==> config.mk <==
export PLATFORM = sky130hd
export DESIGN_NAME = pipeline_stage_buffer
export DESIGN_NICKNAME = d
export VERILOG_FILES = /design/src/rtl/pipeline_stage_buffer_pkg.sv /design/src/rtl/pipeline_stage_buffer_sat_counter.sv /design/src/rtl/pipeline_stage_buffer.sv
export SDC_FILE = /design/constraint.sdc
export NUM_CORES = 1
export LEC_CHECK = 0
export CAP_MARGIN = 20
export CORE_MARGIN = 2
export CORE_UTILIZATION = 45
export DETAILED_ROUTE_END_ITERATION = 8
export GPL_TIMING_DRIVEN = 0
export PLACE_DENSITY = 0.75
export SLEW_MARGIN = 10
export SYNTH_ARGS = -nofsm -noshare
export SYNTH_HDL_FRONTEND = slang
export SYNTH_SLANG_ARGS = --single-unit
export TNS_END_PERCENT = 10
==> constraint.sdc <==
create_clock -name clk -period 3.3 [get_ports clk]
set_input_delay 0.33 -clock clk [delete_from_list [all_inputs] [get_ports clk]]
set_output_delay 0.33 -clock clk [all_outputs]
set_load 0.02 [all_outputs]
==> src/rtl/pipeline_stage_buffer_pkg.sv <==
// Shared types for the elastic pipeline stage buffer: state encoding and
// occupancy helper.
package pipeline_stage_buffer_pkg;

    localparam int unsigned STAGE_BUF_DEPTH_MAX = 2;
    localparam int unsigned OCC_WIDTH           = 2;

    // Encoding is {skid_valid, main_valid} so each valid is a direct state bit.
    typedef enum logic [1:0] {
        SB_EMPTY = 2'b00,
        SB_FULL1 = 2'b01,
        SB_FULL2 = 2'b11
    } stage_buf_state_e;

    function automatic logic [OCC_WIDTH-1:0] occ_of(input stage_buf_state_e s);
        logic [1:0] bits;
        bits = s;
        return OCC_WIDTH'(bits[0]) + OCC_WIDTH'(bits[1]);
    endfunction

endpackage

==> src/rtl/pipeline_stage_buffer_sat_counter.sv <==
// Saturating up-counter with synchronous clear; clear wins over increment.
module sat_counter #(
    parameter int unsigned WIDTH = 16
) (
    input  logic             clk,
    input  logic             rst_n,
    input  logic             inc,
    input  logic             clr,
    output logic [WIDTH-1:0] count
);

    localparam logic [WIDTH-1:0] COUNT_MAX = '1;

    always_ff @(posedge clk) begin
        if (!rst_n) begin
            count <= '0;
        end else if (clr) begin
            count <= '0;
        end else if (inc && (count != COUNT_MAX)) begin
            count <= count + WIDTH'(1);
        end
    end

endmodule

==> src/rtl/pipeline_stage_buffer.sv <==
// Elastic valid/ready pipeline register: depth 1 (plain register) or depth 2
// (main + skid entry with registered upstream ready), with flush and stall stats.
module pipeline_stage_buffer
    import pipeline_stage_buffer_pkg::*;
#(
    parameter int unsigned DATA_WIDTH = 64,
    parameter int unsigned DEPTH      = 2,
    parameter int unsigned CNT_WIDTH  = 16
) (
    input  logic                  clk,
    input  logic                  rstN,
    input  logic                  inValid,
    output logic                  inReady,
    input  logic [DATA_WIDTH-1:0] inData,
    output logic                  outValid,
    input  logic                  outReady,
    output logic [DATA_WIDTH-1:0] outData,
    input  logic                  flush,
    output logic [OCC_WIDTH-1:0]  occupancy,
    output logic [CNT_WIDTH-1:0]  stallCycles,
    input  logic                  clrStats
);

    generate
        if ((DEPTH < 1) || (DEPTH > STAGE_BUF_DEPTH_MAX)) begin : g_bad_depth
            $error("pipeline_stage_buffer: DEPTH must be 1 or 2");
        end
        if ((DATA_WIDTH < 1) || (CNT_WIDTH < 1)) begin : g_bad_width
            $error("pipeline_stage_buffer: DATA_WIDTH and CNT_WIDTH must be >= 1");
        end
    endgenerate

    stage_buf_state_e      state;
    stage_buf_state_e      state_next;
    logic [DATA_WIDTH-1:0] main_data;
    logic [DATA_WIDTH-1:0] skid_data;
    logic                  load_main_in;
    logic                  load_main_skid;
    logic                  load_skid;
    logic                  accept;
    logic                  consume;
    logic [1:0]            state_bits;

    assign state_bits = state;
    assign outValid   = state_bits[0];
    assign outData    = main_data;
    assign occupancy  = occ_of(state);

    // Depth 1 forwards outReady so a full register can stream; depth 2 only
    // looks at the skid entry, keeping inReady a pure register output.
    assign inReady = (DEPTH == 1) ? (!state_bits[0] || outReady) : !state_bits[1];

    assign accept  = inValid && inReady;
    assign consume = outValid && outReady;

    always_ff @(posedge clk) begin
        if (!rstN) begin
            state     <= SB_EMPTY;
            main_data <= '0;
            skid_data <= '0;
        end else begin
            state <= state_next;
            if (load_main_in) begin
                main_data <= inData;
            end else if (load_main_skid) begin
                main_data <= skid_data;
            end
            if (load_skid) begin
                skid_data <= inData;
            end
        end
    end

    // Depth 1 never reaches FULL2: in FULL1 it only accepts alongside a consume.
    always_comb begin
        state_next     = state;
        load_main_in   = 1'b0;
        load_main_skid = 1'b0;
        load_skid      = 1'b0;
        case (state)
            SB_EMPTY: begin
                if (accept) begin
                    state_next   = SB_FULL1;
                    load_main_in = 1'b1;
                end
            end
            SB_FULL1: begin
                if (accept && consume) begin
                    load_main_in = 1'b1;
                end else if (accept) begin
                    state_next = SB_FULL2;
                    load_skid  = 1'b1;
                end else if (consume) begin
                    state_next = SB_EMPTY;
                end
            end
            SB_FULL2: begin
                if (consume) begin
                    state_next     = SB_FULL1;
                    load_main_skid = 1'b1;
                end
            end
            default: state_next = SB_EMPTY;
        endcase
        // Flushed beats are handshaken upstream but never stored.
        if (flush) begin
            state_next     = SB_EMPTY;
            load_main_in   = 1'b0;
            load_main_skid = 1'b0;
            load_skid      = 1'b0;
        end
    end

    sat_counter #(
        .WIDTH(CNT_WIDTH)
    ) u_stall_cnt (
        .clk  (clk),
        .rst_n(rstN),
        .inc  (outValid && !outReady),
        .clr  (clrStats),
        .count(stallCycles)
    );

endmodule
# Word level (Yosys, flattened, before mapping)
# Cells that the tools add are included.
# word_totals
reg_bits,146
in_bits,70
out_inout_bits,84
word_cells,44
# classes
n_addsub,2
eq_ne,7
n_mux,18
bitwise,1
reduce_logical,12
# ops
op,count
$mux W64,2
$add A16 B1 Y16 const B,1
$ne A16 B16 Y1 const B,1
$mux W2,5
$mux W1,9
$ne A2 B2 Y1 const B,3
$pmux W2 S3,1
$logic_and A1 B1 Y1,5
$reduce_and A4 Y1,1
$reduce_or A2 Y1,2
$ne A3 B3 Y1 const B,1
$add A1 B1 Y2,1
$eq A2 B1 Y1 const B,1
$eq A2 B2 Y1 const B,1
$logic_not A1 Y1,2
$logic_not A2 Y1,1
$pmux W1 S2,1
$reduce_bool A2 Y1,1
$not A1 Y1,1

# Longest topological paths before layout
# Gate-level depths: netlist of the first run.
# logic_depth
ltp_word,7
ltp_mapped,8
mapped_depth_nobuf,6

# Modules after synthesis
# Synthesis of the first run repeated with hierarchy kept, for this count alone.
# hier_totals
hier_cells,614
hier_area_um2,5831.8
# modules_own_cells
module,instances,cells_per_inst,area_per_inst_um2,seq_area_each_um2
pipeline_stage_buffer,1,523,4967.3,2602.5
sat_counter,1,91,864.6,320.3

# Worst setup path after synthesis of the first run
# Ideal clock, no wire load.
# synth_path
path_type,register to register
startpoint,register state[0]
endpoint,"register main_data[0], in the netlist outData[0]"
setup_ns,0.059
t_arrival_ns,2.032
required_ns,3.241
path_slack_ns,1.209
path_stages_with_launch,6
n_path_buf,1
period_less_slack_ns,2.091
path_cell_list,dfxtp_1 > ha_1 > inv_1 > nor4_4 > buf_6 > a221o_1
# synth_between
elab_chain_len,6
elab_cells_between_ends,13
classes_between,eq/ne (2); mux (7); reduce/logical (4)
# synth_lines
element,line,text
"start, declared",pipeline_stage_buffer.sv:33,stage_buf_state_e state;
"start signal, assigned",pipeline_stage_buffer.sv:62,state <= state_next;
$logic_and A1 B1 Y1,pipeline_stage_buffer.sv:54,assign consume = outValid && outReady;
$logic_and A1 B1 Y1,pipeline_stage_buffer.sv:88,if (accept && consume) begin
$mux W1,pipeline_stage_buffer.sv:88,
$pmux W1 S2,pipeline_stage_buffer.sv:80,case (state)
$mux W1,pipeline_stage_buffer.sv:106,if (flush) begin
$mux W64 / $reduce_bool A2 Y1 (equally long branches),--,
"end signal, assigned",pipeline_stage_buffer.sv:64,main_data <= inData;
"end signal, assigned",pipeline_stage_buffer.sv:66,main_data <= skid_data;
"end, declared",pipeline_stage_buffer.sv:35,logic [DATA_WIDTH-1:0] main_data;
# Parallel ways exist; a longest one is shown, timed or not.
# A chain may end at the register's enable or synchronous reset.

# Final worst setup path of the first run
# layout_path
startpoint,register state[0]
endpoint,output occupancy[0]
# layout_between
elab_chain_len,1
# layout_lines
element,line,text
$add A1 B1 Y2,pipeline_stage_buffer_pkg.sv:18,return OCC_WIDTH'(bits[0]) + OCC_WIDTH'(bits[1]);
"end, declared",pipeline_stage_buffer.sv:19,"output logic [OCC_WIDTH-1:0] occupancy,"
# Every way passes these cells.

==> impl_metrics.json, run 1 <==
{
  "crit_type": "reg -> out",
  "r2r_start": "state[0]",
  "htree_levels": 4,
  "period_share_pct": 75.1,
  "worst_setup_path_end_kind": "output port",
  "finClkSkew_ns": 0.00573,
  "path_cells": "inv_1 -> ha_1 -> clkdlybuf4s50_1",
  "p_switching_mw": 0.937,
  "outcome": "finished, final reports clean",
  "firstDrtPassIters": 6,
  "clk_pin_slew_ns": 0.06,
  "cts_resized": 0,
  "power.leakage_nw": 3.05,
  "grt_pass1_wl_um": 25400,
  "die-area_mm2": 0.0139,
  "ff2ff_setup_slack_ns": 0.85,
  "whs_path_depth": 2,
  "drtIter0Drc": 464,
  "min_to": "skid_data[32]",
  "powerDensity_mw_per_mm2": 524,
  "core-area_mm2": 0.0127,
  "p_sw_share_pct": 21.7,
  "cp.required_ns": 2.97,
  "ff2ff_path_depth": 6,
  "async_reset_ff_share_pct": 0,
  "nets": 875,
  "hp-start": "skid_data[32]",
  "diodes": 0,
  "place_hpwl_um": 10700,
  "ys_ff_latch": 146,
  "die_w_um": 118,
  "via_count": 5370,
  "worst_pin_slew_ns": 0.900,
  "crit_family": "buffers and inverters",
  "ios": 154,
  "layout-drive-gt1-share_pct": 8.36,
  "crit_fanout": 12,
  "slew_headroom_pct": 39.6,
  "seqPwrFrac_pct": 43.0,
  "fmax_mhz": 404,
  "pwr-share-clk_pct": 47.6,
  "synth_warnings": 0,
  "fp-row-count": 41,
  "pre_cts_ws_ns": 0.757,
  "area_delta_synth_final_pct": 40.8,
  "pwr-share-comb_pct": 9.4,
  "routed_wl_um": 15400,
  "vdd_drop_max_uv": 327,
  "seq_area_frac_synth_pct": 50.0,
  "rsz0062_at_grt": "no",
  "synth_edf_count": 0,
  "cts-root-buf": "clkbuf_16",
  "synthFlopType": "dfxtp_1",
  "synth_fp_nets": 703,
  "finalMaxSlewViolations": 0,
  "fin_hold_ws_ns": 0.455,
  "cpMaxStageDelayCell": "clkdlybuf4s50_1",
  "hold_path.class": "reg -> reg",
  "yosys.cell_types.count": 50,
  "p_total_mw": 4.31,
  "r2r_end": "skid_data[29]",
  "tns_ns": 0,
  "initial_core_util_pct": 46.2,
  "die_h_um": 118,
  "path_buf_inv": 2,
  "grtUsageTotal_pct": 22.4,
  "antenna_left": 0,
  "insertion_delay_ns": 0.41,
  "cp.depth": 3,
  "netlist_area_mm2": 0.00585,
  "finalSetupViolCount": 0,
  "gp_congestion": 0.840,
  "fin_ws_ns": 0.823,
  "syn_avg_cell_area_um2": 9.31,
  "worstSetupStartpointType": "register",
  "grt_pass1_vias": 5155,
  "cts_inserted_buffers": 17,
  "cts_tree": "built",
  "vias_per_cell": 5.45,
  "cp_slowest_stage_delay_ns": 0.63,
  "ctsHoldBuffers": 0,
  "syn_inst": 628,
  "period_minus_slack_ns": 2.48,
  "portBuffers": 153,
  "wl_per_cell_um": 15.6,
  "cts_buffer_depth": 2,
  "fillCellCount": 1075,
  "grt_max_degree": 17,
  "antenna_found_initial": 0,
  "hold_viol": 0,
  "grt-ovfl-total": 0,
  "route.detailed.drc": 0,
  "postCtsSetupBuffers": 0,
  "intPower_mw": 3.38,
  "startpoint": "state[0]",
  "drv_cap": 0,
  "cts_sinks": 146,
  "cp.arrival_ns": 2.15
}
[power by group through the flow]
stage / sequential (mW) / combinational, mW / clock (mW)
6_report: 1.85 / 0.407 / 2.05
5_1_grt: 1.86 / 0.437 / 2.16
4_1_cts: 1.85 / 0.409 / 2.08
3_5_place_dp: 1.89 / 0.406 / 0
3_3_place_gp: 1.89 / 0.399 / 0
2_1_floorplan: 1.93 / 0.138 / 0
[worst register-to-register path, cell delays in order (launching register included)]
cell and delay [ns]:
dfxtp_1 0.58, ha_1 0.31, nand3b_1 0.22, nor3_2 0.67, buf_2 0.36, nand2_1 0.08, a21oi_1 0.15
[cell families (layout without fill, tap and decap cells)]
group                      Yosys count  count (layout)  share of synthesized area, %
AOI/OAI and AO/OA                  161             161                          20.4
buffers and inverters               48             233                          4.96
muxes                                2               2                         0.364
and+or+nand+nor                    266             266                          23.2
adders and majority gates            5               5                          1.07
DFF                                146             146                          50.0
[flip-flops by register name, indices dropped and copies added, names as in the netlist]
| name | flops |
|---|---|
| outData | 64 |
| skid_data | 64 |
| state | 2 |
| u_stall_cnt.count | 16 |
[how the worst max path moves through the flow]
stage | to | slack [ns]
after floorplan | outData[0] | 1.21
after global placement | outData[25] | 0.85
after detailed placement | skid_data[29] | 0.76
after CTS | occupancy[0] | 0.78
after global routing | skid_data[24] | 0.60
final | occupancy[0] | 0.82
[cell usage in the layout, fill, tap and decap left out, types with 2 or more instances in the layout]
cell / count
a221o_1: 64
nand3b_1: 2
nor2b_1: 3
nor2_1: 5
clkdlybuf4s50_1: 153
o21ai_0: 3
bufinv_16: 4
clkbuf_1: 16
a31oi_1: 4
and3_1: 7
a211o_1: 3
clkbuf_16: 17
and2_1: 67
nand2_1: 139
nand4_1: 5
nand3_1: 9
a21oi_1: 71
nor3_2: 2
o211ai_1: 3
and4_1: 5
buf_2: 15
inv_1: 6
a211oi_1: 2
or3_1: 4
dfxtp_1: 146
clkbuf_8: 4
buf_6: 12
nand2b_1: 3
nor3_1: 4
ha_1: 5
a41o_1: 2
clkinv_2: 3
[metrics by stage]
step / utilization [%] / cells / instance area [µm²]
finish: 65.0 / 985 / 8240
global route: 65.0 / 985 / 8240
CTS: 65.0 / 985 / 8240
detailed placement: 59.9 / 953 / 7600
global placement: 59.9 / 953 / 7600
floorplan: - / 628 / 5850
[cell type report]
cell class                      instances  area (µm²)  area share, %
Multi-Input combinational cell        434        2640           32.0
Clock buffer                           23         488           5.93
Sequential cell                       146        2920           35.5
Clock inverter                          9         151           1.84
Timing Repair Buffer                  153        1530           18.6
Tap cell                              172         215           2.61
Buffer                                 42         268           3.25
Inverter                                6        22.5          0.273
[synth_stat cells, drive strengths merged (2+ instances only)]
master	instances	share of area, %
a221o	64	11
buf	27	3.6
and4	5	0.75
a211o	3	0.45
and3	8	0.88
nand3b	2	0.26
ha	5	1.1
nor3	7	0.96
a211oi	3	0.47
a41o	2	0.34
o21ai	3	0.26
dfxtp	146	50
a21oi	72	6.2
a31oi	4	0.43
clkbuf	15	0.98
inv	6	0.38
nor2	5	0.32
nor2b	3	0.32
nand3	9	0.77
o211ai	3	0.38
nor4	2	0.47
nand2b	4	0.56
and2	67	7.2
or3	4	0.43
nand2	140	9.0
nand4	5	0.53
[metal layers]
metal  global-route usage [%]  routed length (µm)  up-vias
met5                        0                   0        -
met4                     5.35                 109        0
met3                     7.85                1110       14
met2                     36.6                7390      190
met1                     28.3                6800     2568
li1                         -                   -     2598
No activity file was read; power rests on OpenSTA's default activity.
==> run 2: changes to the inputs <==
--- a/config.mk
+++ b/config.mk
@@ -7,10 +7,10 @@
 export LEC_CHECK = 0
 export CAP_MARGIN = 20
 export CORE_MARGIN = 2
-export CORE_UTILIZATION = 45
+export CORE_UTILIZATION = 44
 export DETAILED_ROUTE_END_ITERATION = 8
 export GPL_TIMING_DRIVEN = 0
-export PLACE_DENSITY = 0.75
+export PLACE_DENSITY = 0.76
 export SLEW_MARGIN = 10
 export SYNTH_ARGS = -nofsm -noshare
 export SYNTH_HDL_FRONTEND = slang
==> constraint.sdc (replaced) <==
create_clock -name clk -period 2.2 [get_ports clk]
set_input_delay 0.22 -clock clk [delete_from_list [all_inputs] [get_ports clk]]
set_output_delay 0.22 -clock clk [all_outputs]
set_load 0.02 [all_outputs]
==> run 2 against run 1 <==
Effect of this change:
- count of clock-buffer cells in the layout decreased by 4
- combinational power increased by 56%
- utilization decreased by 1.4 points
- critical path depth increased by 4
- sequential share of layout area decreased by 0.48 points
- setup slack got worse by 0.68 ns
- final area increased by 1.5%
- largest power group unchanged
- critical path type is now reg -> reg
- power increased by 50%
==> impl_metrics.json, run 2 (synthesis results as in run 1) <==
{
  "finalMaxSlewViolations": 0,
  "die-area_mm2": 0.0142,
  "nets": 883,
  "area_delta_synth_final_pct": 42.9,
  "crit_fanout": 12,
  "fmax_mhz": 486,
  "ff2ff_setup_slack_ns": 0.14,
  "firstDrtPassIters": 5,
  "htree_levels": 4,
  "finClkSkew_ns": 0.00888,
  "cp_slowest_stage_delay_ns": 0.41,
  "grt_pass1_vias": 5209,
  "finalSetupViolCount": 0,
  "insertion_delay_ns": 0.42,
  "vias_per_cell": 5.44,
  "p_switching_mw": 1.48,
  "r2r_start": "state[0]",
  "route.detailed.drc": 0,
  "die_w_um": 119,
  "power.leakage_nw": 3.09,
  "hold_viol": 0,
  "crit_family": "simple AND/OR/NAND/NOR gates",
  "rsz0062_at_grt": "no",
  "final_common_cell": "clkdlybuf4s50_1",
  "cts_inserted_buffers": 17,
  "hold_path.class": "in -> reg",
  "place_hpwl_um": 10800,
  "ff2ff_path_depth": 7,
  "intPower_mw": 4.99,
  "crit_type": "reg -> reg",
  "period_share_pct": 93.5,
  "ios": 154,
  "ctsHoldBuffers": 0,
  "hp-start": "inData[22]",
  "diodes": 0,
  "path_buf_inv": 2,
  "portBuffers": 153,
  "r2r_end": "outData[41]",
  "clk_pin_slew_ns": 0.06,
  "grt_pass1_wl_um": 25800,
  "cts_sinks": 146,
  "seqPwrFrac_pct": 43.0,
  "die_h_um": 119,
  "fp-row-count": 42,
  "cts-root-buf": "clkbuf_16",
  "p_total_mw": 6.47,
  "drv_cap": 0,
  "antenna_left": 0,
  "worstSetupStartpointType": "register",
  "cts_tree": "built",
  "pwr-share-clk_pct": 47.2,
  "outcome": "finished, final reports clean",
  "layout-drive-gt1-share_pct": 9.63,
  "worst_setup_path_end_kind": "register",
  "grtUsageTotal_pct": 22.6,
  "whs_path_depth": 3,
  "routed_wl_um": 16100,
  "path_cells": "inv_1 -> ha_1 -> a31oi_4 -> nor3_4 -> clkbuf_1 -> and2_1 -> a221o_1",
  "vdd_drop_max_uv": 484,
  "via_count": 5417,
  "worst_pin_slew_ns": 0.616,
  "mostFrequentLayoutCells": "clkdlybuf4s50_1 (152), dfxtp_1 (145), nand2_1 (139)",
  "initial_core_util_pct": 44.5,
  "core-area_mm2": 0.0131,
  "antenna_found_initial": 0,
  "grt_max_degree": 17,
  "gp_congestion": 0.886,
  "grt-ovfl-total": 0,
  "wl_per_cell_um": 16.2,
  "pwr-share-comb_pct": 9.8,
  "cpMaxStageDelayCell": "nor3_4",
  "min_to": "skid_data[22]",
  "p_sw_share_pct": 22.9,
  "cts_buffer_depth": 2,
  "cp.arrival_ns": 2.42,
  "tns_ns": 0,
  "slew_headroom_pct": 58.9,
  "cp.required_ns": 2.56,
  "powerDensity_mw_per_mm2": 774,
  "period_minus_slack_ns": 2.06,
  "drtIter0Drc": 335
}
-- run 2: worst max-delay path by stage --
stage / depth (start not counted) / startpoint / slack, ns / end
finish: 7 / state[0] / 0.14 / outData[41]
global route: 8 / state[1] / 0.02 / outData[1]
CTS: 8 / state[1] / 0.05 / outData[10]
detailed placement: 6 / outReady / -0.22 / skid_data[10]
global placement: 6 / outReady / -0.20 / outData[9]
floorplan: 5 / state[0] / 0.11 / outData[0]
-- run 2: power groups by stage --
stage	sequential [mW]	clock, mW	combinational (mW)
floorplan	2.90	0	0.207
global placement	2.83	0	0.601
detailed placement	2.83	0	0.610
CTS	2.78	3.09	0.624
global route	2.79	3.22	0.678
finish	2.78	3.05	0.634
-- run 2: metrics by stage --
stage	worst slack (ns)	hold slack, ns	util, %	cell area (µm²)	std cells
3_5_place_dp	-0.224	0.449	57.9	7600	957
5_1_grt	0.0193	0.363	63.6	8360	996
2_1_floorplan	0.109	0.356	-	5850	628
4_1_cts	0.0527	0.349	63.1	8290	992
6_report	0.142	0.367	63.6	8360	996
3_3_place_gp	-0.201	0.441	57.9	7600	957
-- run 2: repair_timing --
action,4_1_cts,5_1_grt
hold endpoints to repair,0,0
endpoints found under the setup margin,125,120
setup buffers,4,3
pin swaps,2,4
resized for setup,4,4
cloned,0,1
-- run 2: tightest hold or removal path, delay by kind of cell --
| kind | cells | cell delay [ns] |
|---|---|---|
| compound gates | 1 | 0.05 |
| simple gates | 1 | 0.06 |
| buf+inv | 1 | 0.41 |
-- run 2: cell type report --
class                      instances  area (µm²)
fill                            1063        4780
sequential                       146        2930
multi-input combinational        435        2680
inverter                           6        22.5
buffer                            42         268
tap                              176         220
clock buffer                      19         443
clock inverter                    12         183
timing repair buffer             160        1620
-- run 2: metal layers --
metal	share of wire, %	wire [µm]	global-route usage (%)	vias to the layer above
li1	-	-	-	2616
met1	45	7250	29.3	2597
met2	47	7620	35.4	177
met3	5.4	866	5.56	27
met4	2.2	351	10.5	0
met5	0	0	0	-
